<file path="config.mk">
export PLATFORM = sky130hd
export DESIGN_NAME = accumulate_rr_scheduler_flat
export DESIGN_NICKNAME = d
export VERILOG_FILES = /design/src/rtl/accumulate_rr_scheduler_if.sv /design/src/rtl/accumulate_rr_scheduler.sv /design/src/flat_wrapper.sv
export SDC_FILE = /design/constraint.sdc
export NUM_CORES = 1
export LEC_CHECK = 0
export ABC_AREA = 0
export CAP_MARGIN = 0
export CORE_MARGIN = 1
export CORE_UTILIZATION = 35
export DETAILED_ROUTE_END_ITERATION = 8
export PLACE_DENSITY = 0.52
export SLEW_MARGIN = 15
export SYNTH_ARGS = -nofsm -noshare
export SYNTH_HDL_FRONTEND = slang
export SYNTH_SLANG_ARGS = --single-unit
</file>
<file path="constraint.sdc">
create_clock -name clk -period 4.9 [get_ports clk]
set_input_delay 1.47 -clock clk [delete_from_list [all_inputs] [get_ports clk]]
set_output_delay 1.47 -clock clk [all_outputs]
set_load 0.01 [all_outputs]
</file>
<file path="src/rtl/accumulate_rr_scheduler_if.sv">
// rtl/accumulate_rr_scheduler_if.sv - requester/display bundle for the round-robin accumulator
interface accumulate_rr_scheduler_if #(
  parameter int NREQ = 4,
  parameter int W    = 3
);
  logic [NREQ-1:0]   s_valid;
  logic [NREQ*W-1:0] s_data;
  logic [NREQ-1:0]   s_ready;
  logic [3:0]        tens;
  logic [3:0]        ones;
  logic              m_valid;
  logic              wrap;
  logic              busy;

  // Source side: requesters plus the display consumer
  modport master (
    output s_valid, s_data,
    input  s_ready, tens, ones, m_valid, wrap, busy
  );

  // Scheduler side
  modport slave (
    input  s_valid, s_data,
    output s_ready, tens, ones, m_valid, wrap, busy
  );
endinterface

</file>
<file path="src/rtl/accumulate_rr_scheduler.sv">
// rtl/accumulate_rr_scheduler.sv - round-robin shared 0..MAXV accumulator with BCD output; option macro ACC_SATURATE_EN
module accumulate_rr_scheduler #(
  parameter int NREQ = 4,
  parameter int W    = 3,
  parameter int MAXV = 99
) (
  input  logic                        clk,
  input  logic                        rstn,
  input  logic                        clr,
  accumulate_rr_scheduler_if.slave    bus
);

  localparam int PW = (NREQ > 1) ? $clog2(NREQ) : 1;

  typedef enum logic [1:0] {IDLE, ACC, CONV} state_t;

  state_t          state, state_nxt;
  logic [PW-1:0]   ptr;
  logic [W-1:0]    data_q;
  logic [6:0]      sum;
  logic [6:0]      work;
  logic [3:0]      tcnt;
  logic [3:0]      tens_q;
  logic [3:0]      ones_q;
  logic            m_valid_q;

  logic [NREQ-1:0] grant;
  logic [PW-1:0]   gidx;
  logic [W-1:0]    data_sel;
  logic [PW-1:0]   ptr_inc;
  logic            xfer;
  logic [7:0]      nxt;
  logic            over;
  logic [6:0]      sum_new;

  // Round-robin search starting at ptr; first valid requester wins
  always_comb begin
    grant = '0;
    gidx  = '0;
    for (int k = 0; k < NREQ; k++) begin
      int            j;
      logic [PW-1:0] jj;
      j = int'(ptr) + k;
      if (j >= NREQ) j = j - NREQ;
      jj = PW'(j);
      if (grant == '0 && bus.s_valid[jj]) begin
        grant[jj] = 1'b1;
        gidx      = jj;
      end
    end
  end

  // Data of the granted requester; other lanes are ignored
  always_comb begin
    data_sel = '0;
    for (int i = 0; i < NREQ; i++) begin
      if (grant[i]) data_sel = bus.s_data[i*W +: W];
    end
  end

  // Pointer advance past the winner and the accumulate arithmetic
  always_comb begin
    ptr_inc = (gidx == PW'(NREQ - 1)) ? '0 : gidx + 1'b1;
    xfer    = |(bus.s_valid & bus.s_ready);
    nxt     = 8'(sum) + 8'(data_q);
    over    = nxt > 8'(MAXV);
`ifdef ACC_SATURATE_EN
    sum_new = over ? 7'(MAXV) : nxt[6:0];
`else
    sum_new = over ? 7'd0 : nxt[6:0];
`endif
  end

  // FSM state register
  always_ff @(posedge clk) begin
    if (!rstn) state <= IDLE;
    else       state <= state_nxt;
  end

  // FSM next-state: clear aborts anything back to IDLE
  always_comb begin
    state_nxt = state;
    if (clr) begin
      state_nxt = IDLE;
    end else begin
      case (state)
        IDLE:    if (xfer) state_nxt = ACC;
        ACC:     state_nxt = CONV;
        CONV:    if (work < 7'd10) state_nxt = IDLE;
        default: state_nxt = IDLE;
      endcase
    end
  end

  // FSM outputs: grant only while idle, wrap during the overflowing ACC cycle
  always_comb begin
    bus.s_ready = (state == IDLE && rstn && !clr) ? grant : '0;
    bus.busy    = (state == ACC) || (state == CONV);
    bus.wrap    = (state == ACC) && rstn && !clr && over;
  end

  // Datapath: latch word, update sum, subtract-by-ten conversion
  always_ff @(posedge clk) begin
    if (!rstn) begin
      ptr       <= '0;
      data_q    <= '0;
      sum       <= '0;
      work      <= '0;
      tcnt      <= '0;
      tens_q    <= '0;
      ones_q    <= '0;
      m_valid_q <= 1'b0;
    end else begin
      m_valid_q <= 1'b0;
      if (clr) begin
        sum    <= '0;
        tens_q <= '0;
        ones_q <= '0;
      end else begin
        case (state)
          IDLE: begin
            if (xfer) begin
              data_q <= data_sel;
              ptr    <= ptr_inc;
            end
          end
          ACC: begin
            sum  <= sum_new;
            work <= sum_new;
            tcnt <= '0;
          end
          CONV: begin
            if (work >= 7'd10) begin
              work <= work - 7'd10;
              tcnt <= tcnt + 4'd1;
            end else begin
              tens_q    <= tcnt;
              ones_q    <= work[3:0];
              m_valid_q <= 1'b1;
            end
          end
          default: ;
        endcase
      end
    end
  end

  assign bus.tens    = tens_q;
  assign bus.ones    = ones_q;
  assign bus.m_valid = m_valid_q;

endmodule

</file>
<file path="src/flat_wrapper.sv">
// flat-port wrapper written by rule: the top's interface ports become plain ports
module accumulate_rr_scheduler_flat 
#(
  parameter int NREQ = 4,
  parameter int W    = 3,
  parameter int MAXV = 99
)
  (clk, rstn, clr, bus_s_valid, bus_s_data, bus_s_ready, bus_tens, bus_ones, bus_m_valid, bus_wrap, bus_busy);
  accumulate_rr_scheduler_if #(.NREQ(NREQ), .W(W)) bus_i ();
  input  logic clk;
  input  logic rstn;
  input  logic clr;
  input wire logic [$bits(bus_i.s_valid)-1:0] bus_s_valid;
  input wire logic [$bits(bus_i.s_data)-1:0] bus_s_data;
  output wire logic [$bits(bus_i.s_ready)-1:0] bus_s_ready;
  output wire logic [$bits(bus_i.tens)-1:0] bus_tens;
  output wire logic [$bits(bus_i.ones)-1:0] bus_ones;
  output wire logic [$bits(bus_i.m_valid)-1:0] bus_m_valid;
  output wire logic [$bits(bus_i.wrap)-1:0] bus_wrap;
  output wire logic [$bits(bus_i.busy)-1:0] bus_busy;
  assign bus_i.s_valid = bus_s_valid;
  assign bus_i.s_data = bus_s_data;
  assign bus_s_ready = bus_i.s_ready;
  assign bus_tens = bus_i.tens;
  assign bus_ones = bus_i.ones;
  assign bus_m_valid = bus_i.m_valid;
  assign bus_wrap = bus_i.wrap;
  assign bus_busy = bus_i.busy;
  accumulate_rr_scheduler #(.NREQ(NREQ), .W(W), .MAXV(MAXV)) u_core (.clk(clk), .rstn(rstn), .clr(clr), .bus(bus_i));
endmodule
</file>
After elaboration in Yosys (flattened, before gate mapping)

Cells that the tools add are included.

Add/subtract/negate cells: 11
Order comparisons: 15
Eq/ne operators: 6
Mux-type cells: 43
Bitwise gates (word level): 8
Reduce and logical (&&, ||, !) cells: 26

Operators by type and width:

| operator                                                                         | number |
|---|---|
| 4-bit 2-to-1 mux                                                                 | 6 |
| 2-bit 2-to-1 mux                                                                 | 11 |
| 7-bit 2-to-1 mux                                                                 | 2 |
| 7-bit one-hot mux with 2 select lines                                            | 1 |
| 1-bit logical AND                                                                | 12 |
| 4-bit logical NOT                                                                | 3 |
| 2-bit by 3-bit less-than comparator with 1-bit output (second input constant)    | 4 |
| 3-bit 2-to-1 mux                                                                 | 4 |
| 4-bit OR                                                                         | 3 |
| 3-bit >= comparator (second input constant)                                      | 3 |
| 1-bit 2-to-1 mux                                                                 | 9 |
| 7-bit by 3-bit adder with 8-bit output                                           | 1 |
| 1-bit binary-select mux with 2-bit select                                        | 4 |
| 1-bit demux with 2-bit select                                                    | 4 |
| 2-bit by 1-bit >= comparator with 1-bit output (second input constant)           | 4 |
| 8-bit by 7-bit greater-than comparator with 1-bit output (second input constant) | 1 |
| 4-bit one-hot mux with 2 select lines                                            | 1 |
| 2-bit by 1-bit subtractor with 2-bit output (second input constant)              | 4 |
| 7-bit by 4-bit >= comparator with 1-bit output (second input constant)           | 1 |
| 7-bit by 4-bit less-than comparator with 1-bit output (second input constant)    | 1 |
| 7-bit by 4-bit subtractor with 7-bit output (second input constant)              | 1 |
| 2-bit by 2-bit adder with 3-bit output (second input constant)                   | 2 |
| 2-bit one-hot mux with 3 select lines                                            | 1 |
| 3-bit AND reduction                                                              | 2 |
| 18 further kinds                                                                 | 24 |

Register bits: 34
Input bits: 19
Output and inout bits: 15
Word-level logic and storage cells: 118

Logic depth before layout (Yosys ltp)

Gate-level depths: netlist of the first run.

Word-level depth: 21
Depth in mapped cells: 11
Mapped depth without buffers: 10

Worst setup path before layout of the first run

No wires, ideal clock.

Path kind: input to output
Start: input bus_s_valid[2]
End: output bus_s_ready[1]
Arrival time: 3.186 ns
Required time: 3.430 ns
Setup slack: 0.244 ns
Cell stages on the path: 5
Path buffers: 0
Cell sequence: mux4_2 > a21boi_1 > a221o_2 > o31ai_4 > nor2b_1

Longest elaborated chain between the ends: 13
Elaborated cells between the ends (all ways): 22
Classes of those cells: 13 x mux; 3 x bitwise; 6 x reduce/logical

RTL lines:

| element                                   | line                          | source |
|---|---|---|
| start, declared                           | flat_wrapper.sv:13            | `input wire logic [$bits(bus_i.s_valid)-1:0] bus_s_valid;` |
| 1-bit binary-select mux with 2-bit select | accumulate_rr_scheduler.sv:46 | `if (grant == '0 && bus.s_valid[jj]) begin` |
| 1-bit 2-to-1 mux (not written as such)    | accumulate_rr_scheduler.sv:46 |  |
| 4-bit 2-to-1 mux                          | accumulate_rr_scheduler.sv:46 |  |
| 4-bit logical NOT                         | accumulate_rr_scheduler.sv:46 |  |
| 1-bit logical AND                         | accumulate_rr_scheduler.sv:46 |  |
| 4-bit 2-to-1 mux                          | accumulate_rr_scheduler.sv:46 |  |
| 4-bit logical NOT                         | accumulate_rr_scheduler.sv:46 |  |
| 1-bit logical AND                         | accumulate_rr_scheduler.sv:46 |  |
| 4-bit 2-to-1 mux                          | accumulate_rr_scheduler.sv:46 |  |
| 4-bit logical NOT                         | accumulate_rr_scheduler.sv:46 |  |
| 1-bit logical AND                         | accumulate_rr_scheduler.sv:46 |  |
| 4-bit 2-to-1 mux (*)                      | accumulate_rr_scheduler.sv:46 |  |
| 4-bit 2-to-1 mux (*)                      | accumulate_rr_scheduler.sv:97 | `bus.s_ready = (state == IDLE && rstn && !clr) ? grant : '0;` |
| end, declared                             | flat_wrapper.sv:15            | `output wire logic [$bits(bus_i.s_ready)-1:0] bus_s_ready;` |

Every way passes the cells marked *; elsewhere a longest branch is shown, timed or not. The select of a mux whose other input is x is not followed.

Worst setup path in the final report of the first run

Start: input bus_s_valid[3]
End: output bus_s_ready[0]

The elaborated chain is that of the path after synthesis.

==> report_table.html, run 1 <==
<table>
<tr><th>Metric</th><th>Value</th></tr>
<tr><th colspan="2">Outcome</th></tr>
<tr><td>Run status</td><td>completed</td></tr>
<tr><th colspan="2">Floorplanning</th></tr>
<tr><td>Vertical die dimension</td><td>88.13 um</td></tr>
<tr><td>DIE WIDTH</td><td>88.13 um</td></tr>
<tr><td>I/O pins</td><td>34</td></tr>
<tr><td>Placement Rows</td><td>31</td></tr>
<tr><td>Starting Density</td><td>a little over a third</td></tr>
<tr><td>Floorplan die area</td><td>between 0.007 and 0.008 mm^2</td></tr>
<tr><td>Core Footprint</td><td>about 0.0072 mm^2</td></tr>
<tr><th colspan="2">Synthesis</th></tr>
<tr><td>Combinational family with the most area after synthesis</td><td>compound AO/OA/AOI/OAI gates</td></tr>
<tr><td>Portion of the post-synthesis area used by sequential elements</td><td>between 20% and 30%</td></tr>
<tr><td>Share of cell area taken by muxes after synthesis</td><td>9.735%</td></tr>
<tr><td>Synthesized netlist cell count</td><td>around 300</td></tr>
<tr><td>Area share of xor/xnor cells in the synthesized design</td><td>approximately 2.4%</td></tr>
<tr><td>Number of storage elements in the synthesis netlist</td><td>34</td></tr>
<tr><td>Synth Area in Adders</td><td>about a tenth</td></tr>
<tr><td>Synthesized Nets</td><td>between 300 and 400</td></tr>
<tr><td>Number of library cell types mapped by synthesis</td><td>70</td></tr>
<tr><td>Number of enable flip-flop cells after synthesis</td><td>0</td></tr>
<tr><td>Area fraction in and, or, nand and nor cells after synthesis</td><td>20.77%</td></tr>
<tr><td>Area of the mapped netlist</td><td>0.002596 mm^2</td></tr>
<tr><td>Syn Area/Cell</td><td>roughly 8.6 um^2</td></tr>
<tr><td>Compound-Gate Fraction of Synth Area</td><td>a little over a quarter</td></tr>
<tr><td>Post-synth ARST share</td><td>0%</td></tr>
<tr><td>Prevailing post-synth register cell</td><td>dfxtp_1</td></tr>
<tr><td>Yosys warnings</td><td>0</td></tr>
<tr><th colspan="2">Global route</th></tr>
<tr><td>Via count of the first global-routing pass</td><td>~2300</td></tr>
<tr><td>Total global-route track usage</td><td>a little under a fifth</td></tr>
<tr><td>Pin count of the biggest net entering global routing</td><td>22</td></tr>
<tr><td>Wire length of the first global-routing pass</td><td>11590 um</td></tr>
<tr><td>Total overflow reported by the global router</td><td>0</td></tr>
<tr><td>Number of antenna violations at the first check in global routing</td><td>0</td></tr>
<tr><th colspan="2">Pwr</th></tr>
<tr><td>Design Power</td><td>0.001578 W</td></tr>
<tr><td>PD cells</td><td>about 460 mW/mm^2</td></tr>
<tr><td>Maximum resistive drop on vdd</td><td>between 100 and 150 uV</td></tr>
<tr><td>Leakage component of the power</td><td>roughly 1.4 nW</td></tr>
<tr><th colspan="2">Timing</th></tr>
<tr><td>F_max</td><td>about 210 MHz</td></tr>
<tr><td>Final setup slack of the worst path</td><td>~0.12 ns</td></tr>
<tr><td>Worst Max-Slew Pin Slew</td><td>about 0.9 ns</td></tr>
<tr><td>Setup total negative slack</td><td>0 ns</td></tr>
<tr><td>Final Skew</td><td>roughly 0.012 ns</td></tr>
<tr><td>Clock period minus worst slack</td><td>between 4 and 5 ns</td></tr>
<tr><td>Period utilization</td><td>between 90% and 100%</td></tr>
<tr><td>Worst relative slew slack</td><td>between 30% and 40%</td></tr>
<tr><td>Number of max-slew violations in the final report</td><td>0</td></tr>
<tr><td>Count of endpoints failing setup in the final report</td><td>0</td></tr>
<tr><td>Hold Fails Final Rpt</td><td>0</td></tr>
<tr><td>Setup repair after global routing missed its margin</td><td>false</td></tr>
<tr><th colspan="2">Placed design</th></tr>
<tr><td>Detailed placer's ending HPWL</td><td>around 5200 um</td></tr>
<tr><td>Final RePlAce weighted congestion</td><td>~0.84</td></tr>
<tr><td>Number of I/O port buffers</td><td>33</td></tr>
<tr><td>Setup Slack @ Placement</td><td>-0.6380 ns</td></tr>
<tr><th colspan="2">Cells and area</th></tr>
<tr><td>Utilization after layout</td><td>approximately 47%</td></tr>
<tr><td>Syn-to-layout area delta</td><td>30.75%</td></tr>
<tr><td>Area taken by flip-flops and latches</td><td>680.7 um^2</td></tr>
<tr><td>FILL cells</td><td>between 700 and 800</td></tr>
<tr><td>Net count reported at finish</td><td>between 400 and 500</td></tr>
<tr><td>Combined area of the multi-input logic cells</td><td>0.001852 mm^2</td></tr>
<tr><td>Fraction of final layout cells sized beyond drive strength 1</td><td>20.71%</td></tr>
<tr><td>Number of antenna diodes</td><td>0</td></tr>
<tr><th colspan="2">Setup path</th></tr>
<tr><td>Delay contributed by the slowest stage of the critical path</td><td>roughly 0.55 ns</td></tr>
<tr><td>Startpoint-to-endpoint class of the critical path</td><td>input pin to output port</td></tr>
<tr><td>Cell with the biggest individual delay on the critical path</td><td>mux4_2</td></tr>
<tr><td>Critical-path cell list</td><td>clkbuf_2, mux4_2, buf_6, a21boi_4, a22oi_2, o21a_1, a41o_1, nor2b_1, buf_2</td></tr>
<tr><td>Startpoint Class</td><td>input pin</td></tr>
<tr><td>Required time of the worst setup path</td><td>between 3 and 4 ns</td></tr>
<tr><td>CP Max Fanout</td><td>6</td></tr>
<tr><td>Arrival time of the worst setup path</td><td>around 3.3 ns</td></tr>
<tr><td>Nature of the critical path endpoint</td><td>output port</td></tr>
<tr><th colspan="2">Detailed routing</th></tr>
<tr><td>Ratio of routed vias to standard cells</td><td>between 5 and 6</td></tr>
<tr><td>Total vias in the final route</td><td>approximately 2500</td></tr>
<tr><td>Routed wire length</td><td>approximately 7000 um</td></tr>
<tr><td>First-iteration detailed-routing DRC count</td><td>~130</td></tr>
<tr><td>Average wire length per cell after detail routing</td><td>~15 um</td></tr>
<tr><td>Detailed-routing iteration count for the pre-antenna-repair pass</td><td>5</td></tr>
<tr><td>Antenna-violating nets left</td><td>0</td></tr>
<tr><td># DRC</td><td>0</td></tr>
<tr><th colspan="2">Flow run</th></tr>
<tr><td>Max-capacitance violation count</td><td>0</td></tr>
<tr><th colspan="2">Clock network</th></tr>
<tr><td>Clock tree from TritonCTS</td><td>built</td></tr>
<tr><td>Reg clk slew, reported paths</td><td>~0.070 ns</td></tr>
<tr><td>Hold buffers post-CTS</td><td>0</td></tr>
<tr><td>Clk Latency, worst-skew pair</td><td>0.29 ns</td></tr>
<tr><td>Clock Tree Root</td><td>clkbuf_8</td></tr>
<tr><td>Number of sinks driven by the clock tree</td><td>34</td></tr>
<tr><td>H-tree depth</td><td>2</td></tr>
<tr><td>Deepest clock path buffer count</td><td>2</td></tr>
<tr><td>CTS buffer count</td><td>5</td></tr>
<tr><th colspan="2">Min path</th></tr>
<tr><td>Worst hold-check path type</td><td>flop to flop</td></tr>
</table>
metrics by stage:
step | instances | hold WS, ns | instance area, um^2
3_5_place_dp | 455 | 0.4692 | 3257
2_1_floorplan | 301 | 0.4417 | 2596
6_report | 466 | 0.4771 | 3395
4_1_cts | 465 | 0.4818 | 3400
5_1_grt | 466 | 0.5016 | 3395
3_3_place_gp | 455 | 0.4616 | 3257
cell type report:
type	instances	share of cell area [%]
clock inverter	1	0.8846
clock buffer	7	2.248
sequential	34	20.05
inverter	15	1.659
multi-input combinational	240	54.55
timing repair buffer	70	16.96
tap	99	3.649
power breakdown:
part | leakage (nW) | switching (W) | internal [W] | total [W]
Combinational | 1.05 | 0.000511 | 0.000491 | 0.00100
Sequential | 0.274 | 0.0000202 | 0.000298 | 0.000319
Clock | 0.0524 | 0.000105 | 0.000152 | 0.000257
Total | 1.37 | 0.000636 | 0.000942 | 0.00158
critical path, delay by kind of cell:
kind	cells	cell delay, ns
compound gates	4	0.73
mux	1	0.55
buf+inv	3	0.42
simple gates	1	0.13
cells in the final DEF, fill, tap and decap left out, types with 3 or more instances in the layout:
cell	synthesis	final
and2_1	5	5
inv_1	15	15
dfxtp_1	34	34
a21boi_0	3	3
a21oi_1	12	11
nand3_1	8	8
xor2_1	3	3
buf_4	1	35
a211oi_1	5	5
nand2_1	21	21
ha_1	18	18
mux2i_1	17	17
nor3_1	4	4
clkdlybuf4s50_1	0	25
a221oi_1	3	3
nor2_1	29	29
o21a_1	3	3
buf_2	0	4
clkbuf_2	0	4
a211o_1	3	3
nand2b_1	6	6
o21ai_0	16	15
and3_1	3	3
xnor2_1	4	4
nor2b_1	7	7
o221ai_1	5	5
clkbuf_8	0	5
nor3b_1	3	3
a22oi_2	2	3
logic make-up (layout without fill, tap and decap cells):
family	Yosys count	in the layout
buffers and inverters	27	93
XOR/XNOR	7	7
AND/OR/NAND/NOR	102	102
adder cells (fa/ha/maj)	19	19
multiplexers	21	21
flip-flops	34	34
AO/OA/AOI/OAI	91	91
Yosys cell counts (3+ instances only):
library cell,count,area share [%]
o21ai_0,16,3.1
and2_1,5,1.2
a31oi_1,3,0.72
a21oi_1,12,2.3
xor2_1,3,1.0
inv_1,15,2.2
a221oi_1,3,1.0
o221ai_1,5,1.7
dfxtp_1,34,26
and3_1,3,0.72
a211oi_1,5,1.4
a211o_1,3,1.0
nand2b_1,6,1.4
nor2b_1,7,1.7
nand3_1,8,1.5
a21boi_0,3,0.87
nor2_1,29,4.2
nand2_1,21,3.0
ha_1,18,8.7
clkbuf_1,10,1.4
o21a_1,3,0.87
mux2i_1,17,6.6
nor3_1,4,0.77
nor3b_1,3,0.87
xnor2_1,4,1.3
state kept, by name, indices dropped and copies added, names as in the netlist, named ones only:
signal and count:
u_core.bus.m_valid 1, u_core.bus.ones 4, u_core.bus.tens 4, u_core.data_q 3, u_core.ptr 1, u_core.state 2, u_core.sum 7, u_core.tcnt 4
u_core.work 7
final timing paths:
kind	depth (start not counted)	slack [ns]	from	endpoint
hold / removal	2	0.48	u_core.sum[0]$_SDFFE_PP0N_	u_core.sum[0]$_SDFFE_PP0N_
setup reg to reg	12	1.28	flop	u_core.ptr[1]$_SDFFE_PN0P_
hold reg to reg	2	0.48	u_core.sum[0]$_SDFFE_PP0N_	u_core.sum[0]$_SDFFE_PP0N_
setup / recovery	9	0.12	bus_s_valid[3]	bus_s_ready[0]
metal layers:
| layer | track usage [%] | wire length [um] | part of all wire [%] | vias to the layer above |
|---|---|---|---|---|
| met5 | 0 | 0 | 0 | - |
| li1 | - | - | - | 1259 |
| met1 | 27.45 | 3388 | 49 | 1171 |
| met4 | 4.399 | 64 | 0.92 | 0 |
| met3 | 3.110 | 341 | 4.9 | 11 |
| met2 | 29.60 | 3172 | 46 | 57 |
repair_timing:
| action | 4_1_cts | 5_1_grt |
|---|---|---|
| pin swaps | 6 | 3 |
| hold endpoints to repair | 0 | 0 |
| buffers inserted | 2 | 1 |
| endpoints found under the setup margin | 4 | 4 |
| gates resized for setup | 30 | 8 |
Power figures use the tool's default switching activity.
==> inputs of run 2 (changes only) <==
--- a/config.mk
+++ b/config.mk
@@ -11,6 +11,7 @@
 export CORE_UTILIZATION = 35
 export DETAILED_ROUTE_END_ITERATION = 8
 export PLACE_DENSITY = 0.52
+export SETUP_SLACK_MARGIN = 0.02
 export SLEW_MARGIN = 15
 export SYNTH_ARGS = -nofsm -noshare
 export SYNTH_HDL_FRONTEND = slang
==> run 2 against run 1 <==
Setup slack worse by 0.034 ns. Register-to-register slack about the same. Hold slack unchanged. Cell area rose by 0.63%. First-iteration DRC count is 18% higher. Sequential share of layout area is 0.12 points lower. Global-route usage about the same. Sequential cell count did not move. Power grew 1.4%. Clock power about the same. Critical path type unchanged. Largest cell class unchanged.
==> report_table.html, run 2 (synthesized netlist as in run 1, its figures left out) <==
<table>
<tr><th>Metric</th><th>Value</th></tr>
<tr><th colspan="2">Cells and area</th></tr>
<tr><td>Most common library cell in the layout ignoring fill and taps</td><td>buf_4 (unchanged)</td></tr>
<tr><td>Fraction of final layout cells sized beyond drive strength 1</td><td>21.41% (was 20.71%)</td></tr>
<tr><td>Syn-to-layout area delta</td><td>31.57% (was 30.75%)</td></tr>
<tr><td>Largest registers</td><td>u_core.sum: 7 flops, u_core.work: 7 flops (unchanged)</td></tr>
<tr><td>Number of antenna diodes</td><td>0 (unchanged)</td></tr>
<tr><td>FILL cells</td><td>725 (was 728)</td></tr>
<tr><td>Net count reported at finish</td><td>406 (was 404)</td></tr>
<tr><td>Most frequent cells in the layout</td><td>buf_4, dfxtp_1, nor2_1, clkdlybuf4s50_1, nand2_1 (unchanged)</td></tr>
<tr><th colspan="2">Placed design</th></tr>
<tr><td>Number of I/O port buffers</td><td>33 (unchanged)</td></tr>
<tr><td>Final RePlAce weighted congestion</td><td>0.8386 (unchanged)</td></tr>
<tr><td>Detailed placer's ending HPWL</td><td>5219 um (unchanged)</td></tr>
<tr><td>Setup Slack @ Placement</td><td>-0.6380 ns (unchanged)</td></tr>
<tr><th colspan="2">Timing</th></tr>
<tr><td>Clock period minus worst slack</td><td>4.810 ns (was 4.775 ns)</td></tr>
<tr><td>Setup repair after global routing missed its margin</td><td>false (unchanged)</td></tr>
<tr><td>Final setup slack of the worst path</td><td>0.09045 ns (was 0.1247 ns)</td></tr>
<tr><td>Worst relative slew slack</td><td>39.91% (was 38.75%)</td></tr>
<tr><td>Final Skew</td><td>0.01260 ns (was 0.01234 ns)</td></tr>
<tr><td>Number of max-slew violations in the final report</td><td>0 (unchanged)</td></tr>
<tr><td>Worst Max-Slew Pin Slew</td><td>0.8995 ns (was 0.9168 ns)</td></tr>
<tr><td>F_max</td><td>207.9 MHz (was 209.4 MHz)</td></tr>
<tr><td>Count of endpoints failing setup in the final report</td><td>0 (unchanged)</td></tr>
<tr><td>Hold Fails Final Rpt</td><td>0 (unchanged)</td></tr>
<tr><td>Period utilization</td><td>98.15% (was 97.45%)</td></tr>
<tr><td>Setup total negative slack</td><td>0 ns (unchanged)</td></tr>
<tr><th colspan="2">Flow run</th></tr>
<tr><td>Max-capacitance violation count</td><td>0 (unchanged)</td></tr>
<tr><th colspan="2">Setup path</th></tr>
<tr><td>Cell with the biggest individual delay on the critical path</td><td>mux4_2 (unchanged)</td></tr>
<tr><td>Number of buffers and inverters on the critical path</td><td>3 (unchanged)</td></tr>
<tr><td>Delay contributed by the slowest stage of the critical path</td><td>0.55 ns (about the same)</td></tr>
<tr><td>Critical-path cell list</td><td>buf_2, mux4_2, buf_6, a21boi_4, a22oi_2, o21a_1, a41o_1, nor2b_2, buf_2 (was clkbuf_2, mux4_2, buf_6, a21boi_4, a22oi_2, o21a_1, a41o_1, nor2b_1, buf_2)</td></tr>
<tr><td>Startpoint Class</td><td>input pin (unchanged)</td></tr>
<tr><td>CP Max Fanout</td><td>6 (unchanged)</td></tr>
<tr><td>Startpoint-to-endpoint class of the critical path</td><td>input pin to output port (unchanged)</td></tr>
<tr><td>Arrival time of the worst setup path</td><td>3.34 ns (was 3.31 ns)</td></tr>
<tr><td>Required time of the worst setup path</td><td>3.43 ns (about the same)</td></tr>
<tr><td>Nature of the critical path endpoint</td><td>output port (unchanged)</td></tr>
<tr><td>Top cell family by delay on the critical path</td><td>compound AO/OA/AOI/OAI gates (unchanged)</td></tr>
<tr><td>Cell type with the highest occurrence count on the critical path</td><td>buf_2</td></tr>
<tr><th colspan="2">Detailed routing</th></tr>
<tr><td>Ratio of routed vias to standard cells</td><td>5.363 (was 5.361)</td></tr>
<tr><td>Antenna-violating nets left</td><td>0 (unchanged)</td></tr>
<tr><td>Routed wire length</td><td>6983 um (was 6966 um)</td></tr>
<tr><td>Total vias in the final route</td><td>2510 (was 2498)</td></tr>
<tr><td># DRC</td><td>0 (unchanged)</td></tr>
<tr><td>Detailed-routing iteration count for the pre-antenna-repair pass</td><td>4 (was 5)</td></tr>
<tr><td>First-iteration detailed-routing DRC count</td><td>147 (was 125)</td></tr>
<tr><td>Average wire length per cell after detail routing</td><td>14.92 um (was 14.95 um)</td></tr>
<tr><th colspan="2">Floorplanning</th></tr>
<tr><td>Vertical die dimension</td><td>88.13 um (unchanged)</td></tr>
<tr><td>DIE WIDTH</td><td>88.13 um (unchanged)</td></tr>
<tr><td>Core Footprint</td><td>0.007214 mm^2 (unchanged)</td></tr>
<tr><td>Floorplan die area</td><td>0.007766 mm^2 (unchanged)</td></tr>
<tr><td>I/O pins</td><td>34 (unchanged)</td></tr>
<tr><td>Placement Rows</td><td>31 (unchanged)</td></tr>
<tr><td>Starting Density</td><td>35.99% (unchanged)</td></tr>
<tr><th colspan="2">Global route</th></tr>
<tr><td>Met2 Use GR</td><td>29.74% (was 29.60%)</td></tr>
<tr><td>Pin count of the biggest net entering global routing</td><td>22 (unchanged)</td></tr>
<tr><td>Total global-route track usage</td><td>19.04% (was 19.02%)</td></tr>
<tr><td>Wire length of the first global-routing pass</td><td>11610 um (was 11590 um)</td></tr>
<tr><td>Met1 layer usage reported by global route</td><td>27.40% (was 27.45%)</td></tr>
<tr><td>Total overflow reported by the global router</td><td>0 (unchanged)</td></tr>
<tr><td>Met3 GRT Util</td><td>3.110% (unchanged)</td></tr>
<tr><td>Via count of the first global-routing pass</td><td>2302 (was 2297)</td></tr>
<tr><td>Number of antenna violations at the first check in global routing</td><td>0 (unchanged)</td></tr>
<tr><td>GRT Max-Usage Layer</td><td>met2 (unchanged)</td></tr>
<tr><th colspan="2">Pwr</th></tr>
<tr><td>Maximum resistive drop on vdd</td><td>133.3 uV (was 133.1 uV)</td></tr>
<tr><td>Internal cell power</td><td>0.0009575 W (was 0.0009419 W)</td></tr>
<tr><td>Part of the total power dissipated in combinational logic</td><td>64.0% (was 63.5%)</td></tr>
<tr><td>Part of the total power dissipated in the clock network</td><td>16.0% (was 16.3%)</td></tr>
<tr><td>PD cells</td><td>468.2 mW/mm^2 (was 464.9 mW/mm^2)</td></tr>
<tr><td>Reported net switching power</td><td>0.0006418 W (was 0.0006361 W)</td></tr>
<tr><td>Proportion of power drawn by flip-flops and latches</td><td>19.9% (was 20.2%)</td></tr>
<tr><td>Leakage component of the power</td><td>1.384 nW (was 1.372 nW)</td></tr>
<tr><td>Net Sw Frac</td><td>40.13% (was 40.31%)</td></tr>
<tr><th colspan="2">Outcome</th></tr>
<tr><td>Run status</td><td>completed (unchanged)</td></tr>
<tr><th colspan="2">Clock network</th></tr>
<tr><td>Deepest clock path buffer count</td><td>2 (unchanged)</td></tr>
<tr><td>Clock tree from TritonCTS</td><td>built (unchanged)</td></tr>
<tr><td>Reg clk slew, reported paths</td><td>0.07 ns (about the same)</td></tr>
<tr><td>Clk Latency, worst-skew pair</td><td>0.29 ns (about the same)</td></tr>
<tr><td>Number of sinks driven by the clock tree</td><td>34 (unchanged)</td></tr>
<tr><td>Clock Tree Root</td><td>clkbuf_8 (unchanged)</td></tr>
<tr><td>Hold buffers post-CTS</td><td>0 (unchanged)</td></tr>
<tr><td>CTS buffer count</td><td>5 (unchanged)</td></tr>
<tr><td>H-tree depth</td><td>2 (unchanged)</td></tr>
<tr><th colspan="2">Min path</th></tr>
<tr><td>Worst hold-check path type</td><td>flop to flop (unchanged)</td></tr>
</table>
[run 2: changes by cell type in the layout (fill, tap and decap cells not counted), sizes merged]
cell	delta
buf	+3
clkbuf	-1
[run 2: timing repair]
| item | 4_1_cts | 5_1_grt |
|---|---|---|
| pin swaps | 6 | 3 |
| cloned | 0 | 0 |
| hold endpoints to repair | 0 | 0 |
| endpoints found under the setup margin | 4 | 4 |
| setup buffers | 3 | 2 |
| resized for setup | 32 | 9 |
[run 2: power by group through the flow]
stage,Clock (W),Sequential [W],Combinational [W]
6_report,0.000256,0.000319,0.00102
5_1_grt,0.000273,0.000323,0.00112
4_1_cts,0.000263,0.000319,0.00101
3_5_place_dp,0,0.000325,0.000942
3_3_place_gp,0,0.000325,0.000940
2_1_floorplan,0,0.000324,0.000604
[run 2: tightest hold or removal path: stages, from the launching register on]
cell	delay [ns]
dfxtp_1	0.32
nand2b_1	0.06
a21oi_1	0.06
[run 2: final cells by class]
type | instances | area [um^2] | area share, %
Clock buffer | 7 | 76.32 | 2.234
Clock inverter | 1 | 30.03 | 0.8791
Inverter | 15 | 56.30 | 1.648
Multi-Input combinational cell | 240 | 1854 | 54.29
Sequential cell | 34 | 680.7 | 19.93
Tap cell | 99 | 123.9 | 3.626
Timing Repair Buffer | 72 | 594.3 | 17.40
[run 2: routing by layer]
layer	vias up	routed length (um)
li1	1267	-
met1	1175	3450
met2	57	3158
met3	11	310
met4	0	64
met5	-	0
[run 2: metrics by stage]
step / hold slack, ns / cells / cell area (um^2) / power (W) / util, %
after detailed placement: 0.4692 / 455 / 3257 / 0.001268 / 45.14
after global placement: 0.4616 / 455 / 3257 / 0.001265 / 45.14
after CTS: 0.4818 / 466 / 3412 / 0.001590 / 47.29
after floorplan: 0.4417 / 301 / 2596 / 0.0009281 / -
final: 0.4771 / 468 / 3416 / 0.001599 / 47.35
after global routing: 0.5016 / 468 / 3416 / 0.001717 / 47.35
[run 2: path summary, 6_finish.rpt]
kind                                     end  slack (ns)  cells past startpoint                        from
hold reg to reg   u_core.sum[0]$_SDFFE_PP0N_        0.48                      2  u_core.sum[0]$_SDFFE_PP0N_
setup reg to reg  u_core.ptr[1]$_SDFFE_PN0P_        1.29                     12                        flop
setup / recovery              bus_s_ready[0]        0.09                      9              bus_s_valid[3]
hold / removal    u_core.sum[0]$_SDFFE_PP0N_        0.48                      2  u_core.sum[0]$_SDFFE_PP0N_
